### config.mk
export PLATFORM = sky130hd
export DESIGN_NAME = uart_reg_responder
export DESIGN_NICKNAME = d
export VERILOG_FILES = /design/src/rtl/uart_reg_responder.sv
export SDC_FILE = /design/constraint.sdc
export NUM_CORES = 1
export LEC_CHECK = 0
export CAP_MARGIN = 20
export CORE_MARGIN = 3
export CORE_UTILIZATION = 46
export DETAILED_ROUTE_END_ITERATION = 8
export GPL_TIMING_DRIVEN = 0
export PLACE_DENSITY = 0.76
export RECOVER_POWER = 100
export SYNTH_ARGS = -nofsm -noshare
export SYNTH_HDL_FRONTEND = slang
export SYNTH_SLANG_ARGS = --single-unit
### constraint.sdc
create_clock -name i_Clock -period 1.9 [get_ports i_Clock]
set_input_delay 0.38 -clock i_Clock [delete_from_list [all_inputs] [get_ports i_Clock]]
set_output_delay 0.38 -clock i_Clock [all_outputs]
set_load 0.01 [all_outputs]
### src/rtl/uart_reg_responder.sv
// UART register-access responder: decodes write/read commands, drives the register bus, returns one reply byte.
// Reply request 2 cycles after the last command byte (1 for errors); o_Tx_DV is withheld while the transmitter is active or done.
module uart_reg_responder #(
    parameter int         CLKS_PER_BIT = 87,
    parameter int         TIMEOUT_CLKS = 10 * 10 * CLKS_PER_BIT,
    parameter int         ADDR_WIDTH   = 4,
    parameter logic [7:0] OP_WRITE     = 8'h57,
    parameter logic [7:0] OP_READ      = 8'h52,
    parameter logic [7:0] RSP_ACK      = 8'h4B,
    parameter logic [7:0] RSP_ERR      = 8'h45
) (
    input  logic                  i_Clock,
    input  logic                  i_Reset,
    input  logic                  i_Rx_DV,
    input  logic [7:0]            i_Rx_Byte,
    output logic                  o_Tx_DV,
    output logic [7:0]            o_Tx_Byte,
    input  logic                  i_Tx_Active,
    input  logic                  i_Tx_Done,
    output logic [ADDR_WIDTH-1:0] o_Reg_Addr,
    output logic [7:0]            o_Reg_Wdata,
    output logic                  o_Reg_Wr,
    input  logic [7:0]            i_Reg_Rdata,
    output logic                  o_Busy
);

    localparam int            CNT_W   = $clog2(TIMEOUT_CLKS + 1);
    localparam logic [CNT_W-1:0] CNT_LAST = CNT_W'(TIMEOUT_CLKS - 1);
    localparam logic [CNT_W-1:0] CNT_MAX  = CNT_W'(TIMEOUT_CLKS);

    localparam logic [2:0] S_IDLE    = 3'd0;
    localparam logic [2:0] S_ADDR    = 3'd1;
    localparam logic [2:0] S_DATA    = 3'd2;
    localparam logic [2:0] S_BUS     = 3'd3;
    localparam logic [2:0] S_TX_REQ  = 3'd4;
    localparam logic [2:0] S_TX_WAIT = 3'd5;

    logic [2:0]            state_q,   state_d;
    logic                  is_wr_q,   is_wr_d;
    logic [ADDR_WIDTH-1:0] addr_q,    addr_d;
    logic [7:0]            wdata_q,   wdata_d;
    logic [7:0]            tx_byte_q, tx_byte_d;
    logic [CNT_W-1:0]      cnt_q,     cnt_d;

    logic tx_free;
    logic addr_bad;
    logic timed_out;

    always_comb begin
        state_d   = state_q;
        is_wr_d   = is_wr_q;
        addr_d    = addr_q;
        wdata_d   = wdata_q;
        tx_byte_d = tx_byte_q;
        cnt_d     = cnt_q;

        tx_free   = !i_Tx_Active && !i_Tx_Done;
        // Any set bit above the address field makes the address invalid.
        addr_bad  = (i_Rx_Byte >> ADDR_WIDTH) != 8'h00;
        timed_out = (state_q == S_ADDR || state_q == S_DATA) && !i_Rx_DV && (cnt_q == CNT_LAST);

        if (state_q == S_ADDR || state_q == S_DATA) begin
            if (i_Rx_DV || timed_out) begin
                cnt_d = '0;
            end else if (cnt_q != CNT_MAX) begin
                cnt_d = cnt_q + 1'b1;
            end
        end else if (state_q == S_IDLE && i_Rx_DV) begin
            cnt_d = '0;
        end

        case (state_q)
            S_IDLE: begin
                if (i_Rx_DV) begin
                    if (i_Rx_Byte == OP_WRITE || i_Rx_Byte == OP_READ) begin
                        is_wr_d = (i_Rx_Byte == OP_WRITE);
                        state_d = S_ADDR;
                    end else begin
                        tx_byte_d = RSP_ERR;
                        state_d   = S_TX_REQ;
                    end
                end
            end
            S_ADDR: begin
                if (i_Rx_DV) begin
                    if (addr_bad) begin
                        tx_byte_d = RSP_ERR;
                        state_d   = S_TX_REQ;
                    end else begin
                        addr_d  = i_Rx_Byte[ADDR_WIDTH-1:0];
                        state_d = is_wr_q ? S_DATA : S_BUS;
                    end
                end else if (timed_out) begin
                    state_d = S_IDLE;
                end
            end
            S_DATA: begin
                if (i_Rx_DV) begin
                    wdata_d = i_Rx_Byte;
                    state_d = S_BUS;
                end else if (timed_out) begin
                    state_d = S_IDLE;
                end
            end
            S_BUS: begin
                tx_byte_d = is_wr_q ? RSP_ACK : i_Reg_Rdata;
                state_d   = S_TX_REQ;
            end
            S_TX_REQ: begin
                if (tx_free) begin
                    state_d = S_TX_WAIT;
                end
            end
            S_TX_WAIT: begin
                if (i_Tx_Done) begin
                    state_d = S_IDLE;
                end
            end
            default: state_d = S_IDLE;
        endcase
    end

    always_ff @(posedge i_Clock or posedge i_Reset) begin
        if (i_Reset) begin
            state_q   <= S_IDLE;
            is_wr_q   <= 1'b0;
            addr_q    <= '0;
            wdata_q   <= 8'h00;
            tx_byte_q <= 8'h00;
            cnt_q     <= '0;
        end else begin
            state_q   <= state_d;
            is_wr_q   <= is_wr_d;
            addr_q    <= addr_d;
            wdata_q   <= wdata_d;
            tx_byte_q <= tx_byte_d;
            cnt_q     <= cnt_d;
        end
    end

    // Request is gated combinationally so it can never coincide with a busy transmitter.
    assign o_Tx_DV     = (state_q == S_TX_REQ) && tx_free;
    assign o_Tx_Byte   = tx_byte_q;
    assign o_Reg_Wr    = (state_q == S_BUS) && is_wr_q;
    assign o_Reg_Addr  = addr_q;
    assign o_Reg_Wdata = wdata_q;
    assign o_Busy      = (state_q != S_IDLE);

endmodule

; Yosys cells after proc, flatten, opt, wreduce, memory -nomap -nowiden
; Index checks and enable logic that the tools add are counted.
; Widths: inputs -> output; s select.
[classes]
n_mux = 20
addsub = 1
n_reduce_logical = 23
n_bitwise = 1
eq_ne = 16
[ops]
columns = op, n
row1 = $mux 14, 4
row2 = $mux 8, 5
row3 = $mux 3, 8
row4 = $pmux 8 s3, 1
row5 = $pmux 3 s6, 1
row6 = $eq 8x7->1 const B, 2
row7 = $add 14x1->14 const B, 1
row8 = $eq 14x14->1 const B, 1
row9 = $ne 14x14->1 const B, 1
row10 = $ne 2x2->1 const B, 6
row11 = $reduce_and 3->1, 3
row12 = $reduce_bool 8->1, 1
row13 = $eq 3x2->1 const B, 2
row14 = $eq 3x3->1 const B, 2
row15 = $logic_and 1x1->1, 6
row16 = $reduce_bool 3->1, 2
row17 = $reduce_and 5->1, 1
row18 = $reduce_and 2->1, 2
row19 = $eq 3x1->1 const B, 1
row20 = $logic_not 1->1, 3
row21 = $logic_not 3->1, 1
row22 = $logic_or 1x1->1, 3
row23 = $ne 3x1->1 const B, 1
row24 = $reduce_bool 2->1, 1
row25 = 2 further kinds, 2
[word_totals]
wordCells = 67
inputBits = 21
register_bits = 38
out_inout_bits = 23

; Longest topological paths before layout
; Gate-level depths: netlist (run 1).
[logic_depth]
depth_word = 7
mapped_depth = 7

; Worst setup path before layout (run 1)
; Ideal clock, no wire load.
[synth_path]
kind = flip-flop to flip-flop
start = register state_q[1]
end = register cnt_q[10]
path_buffers = 1
setup_time_ns = 0.073
arrival_time_ns = 1.691
stages_incl_launch_ff = 6
setup_slack_ns = 0.136
t_required_ns = 1.827
period_less_slack_ns = 1.764
cell_sequence = dfrtp_1 -> buf_6 -> a21o_1 -> or4_4 -> or3_1 -> a21oi_2
[synth_between]
elab_chain_cells = 7
elab_cells_between_ends = 13
cone_classes = 3 x eq/ne / 2 x mux / 8 x reduce/logical
[synth_rtl]
columns = element, line_no
row1 = start: declaration, 38  ; logic [2:0] state_q, state_d;
row2 = start signal: assignment, 132  ; state_q <= state_d;
row3 = $eq 3x1->1 or $eq 3x2->1 (tied branches), "60, 62"
row4 = $logic_or 1x1->1, "60, 62"
row5 = $logic_and 1x1->1 (2 in a row), 60  ; timed_out = (state_q == S_ADDR || state_q == S_DATA) && !i_Rx_DV && (cnt_q == CNT_LAST);
row6 = $logic_or 1x1->1, 63  ; if (i_Rx_DV || timed_out) begin
row7 = $ne 3x1->1 (no line) or $mux 14 (tied branches), --
row8 = $reduce_and 2->1 (no line) or $mux 14 (tied branches), --
row9 = end signal: assignment, 137  ; cnt_q <= cnt_d;
row10 = end: declaration, 43  ; logic [CNT_W-1:0] cnt_q, cnt_d;
; Parallel ways exist; a longest one is shown, timed or not.
; A chain may end at the register's enable or synchronous reset.

; Worst setup path in the final report (run 1)
[layout_path]
start = input i_Rx_Byte[4]
end = register addr_q[2] (netlist: o_Reg_Addr[2])
[layout_between]
elab_chain_cells = 3
[layout_rtl]
columns = element, line_no
row1 = start: declaration, 15  ; input logic [7:0] i_Rx_Byte,
row2 = $reduce_bool 8->1, 59  ; addr_bad = (i_Rx_Byte >> ADDR_WIDTH) != 8'h00;
row3 = $not 1->1 (no line), --
row4 = $reduce_and 3->1 (no line), --
row5 = end signal: assignment, 134  ; addr_q <= addr_d;
row6 = end: declaration, 40  ; logic [ADDR_WIDTH-1:0] addr_q, addr_d;
; Every way passes these cells.

==> flow_summary_export.csv, run 1 <==
group,metric,value,unit
cells_and_area,post-route-util,68.7,%
logic_synthesis,syn_nets,231,
floorplan,die_w,72.8,um
min_path,whs_path_depth,1,
logic_synthesis,syn_area,2050,um^2
cells_and_area,fin_nets,292,
power_and_ir_drop,ir_drop,0.467,mV
min_path,holdPathEnd,"o_Tx_Byte[1]$_DFFE_PP0P_",
grt,grt_max_degree,39,
setup_path,crit_path_max_incr_delay,590,ps
clocking,htree_levels,2,
floorplan,core,4140,um^2
timing,final.setup.tns,0,ps
floorplan,core.rowCount,23,
setup_path,r2r-end,"cnt_q[10]$_DFFE_PP0P_",
setup_path,r2r_slack,50,ps
power_and_ir_drop,power_density,758,nW/um^2
timing,timing.fmax,0.539,GHz
logic_synthesis,synth_seq_area_share,46.4,%
drt,drt-pass1-iter-count,4,
grt,overflow,0,
drt,route.detailed.drc,0,
logic_synthesis,async_reset_ff_share,100,%
timing,hold_violations,0,
timing,drv_slew,0,
clocking,clock_path_buffers,2,
floorplan,initial_core_util,49.5,%
floorplan,ios,44,
logic_synthesis,ys_ff_latch,38,
drt,met1_length,2.16,mm
clocking,cts.sinks,38,
cells_and_area,antenna_cells,0,
cells_and_area,fill_cells,342,
cells_and_area,area_growth,38.9,%
logic_synthesis,synth_area_per_cell,9.86,um^2
drt,dr_wl_met3,320,um
logic_synthesis,synthFlopType,"dfrtp_1",
placement,port_buffers,43,
setup_path,worstPathCellList,"clkdlybuf4s50_1 > or4_4 > nor3b_4 > nand2_2 > mux2_2",
grt,grt_pass1_wl,8.38,mm
min_path,hold_path_class,"flip-flop to flip-flop",
floorplan,die_area,5300,um^2
grt,antenna_found_initial,0,
clocking,cts_buffers,5,
setup_path,path_class,"input port to flip-flop",
drt,topRoutingLayerUsed,"met4",
logic_synthesis,ys_types,49,
setup_path,startpoint_type,"input port",
clocking,postCtsHoldBufs,0,
cells_and_area,layout-drive-gt1-share,24.8,%
logic_synthesis,netlist_instances,208,
logic_synthesis,yosys_warnings,0,
clocking,cts_tree,"yes",
drt,route.met2.wl,2.56,mm
power_and_ir_drop,p_leak,1.25,nW
drt,detail-route-antenna-nets,0,
outcome,status,"finished, final reports clean",
drt,num_vias,1858,
setup_path,arrival,2030,ps
drt,drt-total-wl,5.10,mm
drt,wl_per_cell,15.9,um
floorplan,die_h,72.8,um
grt,grt_pass1_vias,1807,
drt,viasPerCell,5.81,
job,drv_cap,0,
drt,drt-initial-drc-count,126,
setup_path,r2r_start,"state_q[0]$_DFFE_PP0P_",
timing,period_needed,1860,ps
setup_path,path_max_fanout,4,
timing,min_period_over_period,97.7,%
timing,timing.slew.headroom,48.1,%
clocking,clkLatencyLatePin,290,ps
setup_path,cp.required,2070,ps
grt,grt_usage,20.2,%
setup_path,r2r_cells,5,
timing,tightest_slew,777,ps
setup_path,cp-end-kind,"flip-flop",
placement,place.detailed.hpwl,3.39,mm
placement,routabilityCongestion,0.784,
setup_path,worst_path_max_delay_cell,"or4_4",
timing,setup_viol_count_final,0,
logic_synthesis,synth-edff-count,0,
timing,fin_skew,3.23,ps
min_path,hold_start,"o_Tx_Byte[1]$_DFFE_PP0P_",
clocking,clkSlewWorstSetupHoldPaths,70,ps
clocking,cts-root-buf,"clkbuf_8",
## final cells by class
| class | instances | area (um^2) | share of cell area (%) |
|---|---|---|---|
| Buffer | 12 | 97.6 | 3.43 |
| Clock buffer | 7 | 86.3 | 3.03 |
| Clock inverter | 1 | 5.00 | 0.176 |
| Inverter | 10 | 37.5 | 1.32 |
| Multi-Input combinational cell | 148 | 1110 | 38.8 |
| Sequential cell | 38 | 952 | 33.4 |
| Tap cell | 50 | 62.6 | 2.20 |
| Timing Repair Buffer | 54 | 500 | 17.6 |
## cells in the final DEF (no fill, tap or decap), types with 3 or more instances in the layout
cell type	n
dfrtp_1	37
dlygate4sd3_1	21
clkdlybuf4s50_1	18
a21oi_1	14
mux2_2	12
buf_4	12
o21ai_0	10
nor2_1	10
inv_1	9
nand4_1	8
nand3_1	8
or3_1	8
nand2_1	7
a31oi_1	6
clkbuf_8	6
nor3_1	5
buf_6	4
and4_1	4
buf_2	4
clkbuf_1	3
o2bb2ai_1	3
a22o_1	3
a21oi_2	3
## layer usage
layer / track usage [%] / vias up
met2: 34.0 / 60
li1: - / 907
met4: 5.53 / 0
met5: 0 / -
met3: 7.44 / 6
met1: 24.5 / 885
## synth_stat cells (2+ instances only)
library cell	number	area share, %
mux2_2	12	6.6
nor2b_1	2	0.61
ha_1	2	1.2
a41oi_1	2	0.85
a22o_1	3	1.3
nand2b_1	2	0.61
and4_1	4	1.7
buf_2	4	0.98
a21oi_2	2	0.85
nand4_1	8	2.4
o22ai_1	2	0.61
nand3_1	9	2.2
or3_1	10	3.1
inv_1	10	1.8
nand2_1	9	1.6
and2_1	2	0.61
nor4b_1	2	0.85
dfrtp_1	38	46
clkbuf_1	5	0.92
nor3_1	6	1.5
o21ai_0	10	2.4
a31oi_1	6	1.8
or4_1	2	0.73
buf_6	2	1.1
o31ai_1	2	0.73
nor2_1	11	2.0
o2bb2ai_1	3	1.3
a21oi_1	16	3.9
and4b_1	2	0.98
## logic make-up (layout without fill, tap and decap cells)
group	Yosys count	in the layout	share of synthesized area [%]
fa+ha+maj	2	2	1.22
simple gates	77	77	22.1
flops	38	38	46.4
mux	12	12	6.59
compound gates	55	55	17.8
buf+inv	22	84	5.00
xor+xnor	2	2	0.854
## state kept, by name (all words and copies together), names as in the netlist
signal / count
cnt_q: 14
state_q: 3
o_Reg_Addr: 4
o_Reg_Wdata: 8
o_Tx_Byte: 8
is_wr_q: 1
## power breakdown
| part | internal, mW | switching, mW |
|---|---|---|
| registers | 0.865 | 0.0466 |
| clock network | 0.293 | 0.268 |
| logic | 0.334 | 0.354 |
| total | 1.49 | 0.668 |
## worst max path at each step
stage                                      to                   start  depth (start not counted)
detailed placement   o_Tx_Byte[5]$_DFFE_PP0P_                 i_Rx_DV                          5
global route             cnt_q[4]$_DFFE_PP0P_    cnt_q[9]$_DFFE_PP0P_                          5
global placement     o_Tx_Byte[7]$_DFFE_PP0P_                 i_Rx_DV                          5
CTS                                  o_Reg_Wr  state_q[0]$_DFFE_PP0P_                          6
floorplan               cnt_q[10]$_DFFE_PP0P_  state_q[1]$_DFFE_PP0P_                          5
finish              o_Reg_Addr[2]$_DFFE_PP0P_            i_Rx_Byte[4]                          5
## stage by stage
step | area (um^2) | setup slack [ps] | total power, mW | instances | hold slack, ps
final | 2850 | 43.6 | 2.16 | 320 | 490
after global routing | 2850 | -32.9 | 2.29 | 320 | 511
after CTS | 2730 | -62.3 | 2.08 | 312 | 494
after detailed placement | 2540 | -501 | 1.47 | 301 | 476
after global placement | 2540 | -464 | 1.46 | 301 | 480
after floorplan | 2050 | 136 | 1.26 | 208 | 515
## worst max-delay path: cells and delay by family
kind,cells,cell delay [ps]
simple gates,3,930
buf+inv,1,430
mux,1,280
## what timing repair did
item / CTS / global route
endpoints found under the hold margin: 0 / 0
resized for setup: 31 / 20
pin swaps: 2 / 11
setup buffers: 3 / 8
gates cloned: 0 / 0
setup endpoints to repair: 34 / 36
Note: power is estimated with default switching activity, not from simulation.
==> inputs of run 2 (changes only) <==
--- a/config.mk
+++ b/config.mk
@@ -7,10 +7,10 @@
 export LEC_CHECK = 0
 export CAP_MARGIN = 20
 export CORE_MARGIN = 3
-export CORE_UTILIZATION = 46
+export CORE_UTILIZATION = 50
 export DETAILED_ROUTE_END_ITERATION = 8
 export GPL_TIMING_DRIVEN = 0
-export PLACE_DENSITY = 0.76
+export PLACE_DENSITY = 0.79
 export RECOVER_POWER = 100
 export SYNTH_ARGS = -nofsm -noshare
 export SYNTH_HDL_FRONTEND = slang
==> constraint.sdc (replaced) <==
create_clock -name i_Clock -period 2.1 [get_ports i_Clock]
set_input_delay 0.42 -clock i_Clock [delete_from_list [all_inputs] [get_ports i_Clock]]
set_output_delay 0.42 -clock i_Clock [all_outputs]
set_load 0.01 [all_outputs]
==> flow_summary_export.csv, run 2 (same netlist as run 1, synthesis figures left out) <==
group,metric,value,unit
outcome,status,"finished, final reports clean",
setup_path,worstPathCellList,"clkdlybuf4s50_1 > or4_1 > a21oi_1 > a2bb2oi_2 > a21oi_1",
timing,hold_ws,493,ps
floorplan,die_area,4910,um^2
placement,routabilityCongestion,0.811,
floorplan,die_w,70.0,um
power_and_ir_drop,p_leak,1.18,nW
timing,fin_skew,9.72,ps
grt,grt_pass1_wl,7.93,mm
clocking,clkLatencyLatePin,300,ps
clocking,postCtsHoldBufs,0,
drt,drt-initial-drc-count,142,
setup_path,arrival,2220,ps
cells_and_area,post-route-util,70.9,%
setup_path,crit_path_max_incr_delay,610,ps
placement,post-place-ws,-309,ps
timing,timing.fmax,0.488,GHz
timing,timing.slew.headroom,4.52,%
drt,drt-total-wl,4.72,mm
grt,grt_pass1_vias,1769,
job,drv_cap,0,
drt,route.detailed.drc,0,
floorplan,die_h,70.0,um
setup_path,cp-end-kind,"flip-flop",
clocking,cts_setup_buffers,0,
drt,wl_per_cell,15.4,um
cells_and_area,regMostFlops,"cnt_q",
cells_and_area,antenna_cells,0,
floorplan,ios,44,
placement,port_buffers,43,
floorplan,core.rowCount,22,
setup_path,cpMostUsedCell,"a21oi_1",
timing,period_needed,2050,ps
grt,grt_usage,20.1,%
drt,viasPerCell,5.80,
timing,hold_violations,0,
setup_path,cp.required,2270,ps
setup_path,path_max_fanout,8,
clocking,clkSlewWorstSetupHoldPaths,70,ps
grt,grt_max_degree,39,
clocking,clock_path_buffers,2,
clocking,cts_buffers,5,
grt,antenna_found_initial,0,
grt,overflow,0,
placement,postPlaceCellArea,2540,um^2
setup_path,startpoint_type,"input port",
cells_and_area,largest_reg_flops,14,
power_and_ir_drop,ir_drop,0.506,mV
timing,tightest_slew,1430,ps
drt,detail-route-antenna-nets,0,
cells_and_area,fin_nets,281,
cells_and_area,mostFrequentLayoutCell,"dfrtp_1",
cells_and_area,design_area,2690,um^2
timing,setup_slack,51.2,ps
drt,num_vias,1782,
floorplan,core,3800,um^2
clocking,cts_tree,"yes",
clocking,cts.sinks,38,
timing,grt_setup_unrepaired,"yes",
setup_path,path_class,"input port to flip-flop",
cells_and_area,layout-drive-gt1-share,16.6,%
floorplan,initial_core_util,54.0,%
min_path,hold_path_class,"flip-flop to flip-flop",
power_and_ir_drop,power_density,726,nW/um^2
cells_and_area,fill_cells,278,
setup_path,worst_path_max_delay_cell,"or4_1",
clocking,cts-root-buf,"clkbuf_8",
cells_and_area,final_cell_mix,"dfrtp_1 (38), clkdlybuf4s50_1 (20), dlygate4sd3_1 (20)",
cells_and_area,area_growth,31.4,%
clocking,htree_levels,2,
timing,min_period_over_period,97.6,%
placement,place.detailed.hpwl,3.36,mm
drt,drt-pass1-iter-count,4,
timing,drv_slew,0,
setup_path,r2r_slack,180,ps
timing,setup_viol_count_final,0,
[run 2: cell count changes in the layout (fill, tap and decap cells not counted), moves of 2 or more]
cell / change
or3_1: +2
clkbuf_1: +2
or3_4: -2
buf_6: -2
a21oi_1: +2
buf_4: -11
clkdlybuf4s50_1: +2
[run 2: what timing repair did]
action / 4_1_cts / 5_1_grt
endpoints found under the hold margin: 0 / 0
endpoints found under the setup margin: 4 / 26
resized for setup: 12 / 13
[run 2: cell type report]
type	instances	area [um^2]	share of cell area, %
multi-input combinational	148	1040	38.8
sequential	38	951	35.3
timing repair buffer	43	420	15.6
clock buffer	6	72.6	2.69
buffer	12	70.1	2.60
tap	48	60.1	2.23
clock inverter	2	37.5	1.39
inverter	10	37.5	1.39
[run 2: metrics by stage]
| stage | total power [mW] | std cells | TNS, ps |
|---|---|---|---|
| 4_1_cts | 1.95 | 307 | -2.31 |
| 6_report | 1.96 | 307 | 0 |
| 3_5_place_dp | 1.33 | 299 | -7760 |
| 5_1_grt | 2.07 | 307 | -1.26 |
| 2_1_floorplan | 1.14 | 208 | 0 |
| 3_3_place_gp | 1.32 | 299 | -7810 |
[run 2: routing by layer]
layer	routed length, um	share of wire [%]	global-route usage (%)
met5	0	0	0
met4	65	1.4	6.81
met3	294	6.2	7.34
met2	2230	47	32.9
met1	2140	45	24.5
[run 2: worst max-delay path, delay by kind of cell]
kind	cells	cell delay, ps
AOI/OAI and AO/OA	3	750
and+or+nand+nor	1	610
buffers and inverters	1	440
[run 2: report_power, final]
part           leakage [nW]  switching (mW)  total [mW]  internal, mW
clock network        0.0514           0.260       0.614         0.354
logic                 0.616           0.300       0.523         0.223
registers             0.509          0.0383       0.819         0.780
total                  1.18           0.598        1.96          1.36
[run 2: path summary, 6_finish.rpt]
kind,start,end,cells after the start
min reg2reg,o_Tx_Byte[1]$_DFFE_PP0P_,o_Tx_Byte[1]$_DFFE_PP0P_,1
min,o_Tx_Byte[1]$_DFFE_PP0P_,o_Tx_Byte[1]$_DFFE_PP0P_,1
max,i_Rx_Byte[4],o_Tx_Byte[2]$_DFFE_PP0P_,5
min in group asynchronous,i_Reset,cnt_q[7]$_DFFE_PP0P_,2
max reg2reg,cnt_q[0]$_DFFE_PP0P_,cnt_q[10]$_DFFE_PP0P_,5
max in group asynchronous,i_Reset,o_Reg_Wdata[6]$_DFFE_PP0P_,2
==> inputs of run 3 (changes only) <==
--- a/config.mk
+++ b/config.mk
@@ -8,6 +8,7 @@
 export CAP_MARGIN = 20
 export CORE_MARGIN = 3
 export CORE_UTILIZATION = 50
+export CTS_CLUSTER_DIAMETER = 40
 export DETAILED_ROUTE_END_ITERATION = 8
 export GPL_TIMING_DRIVEN = 0
 export PLACE_DENSITY = 0.79
==> results of run 3 <==
Final layout, timing and power as in run 2 (identical DEF).
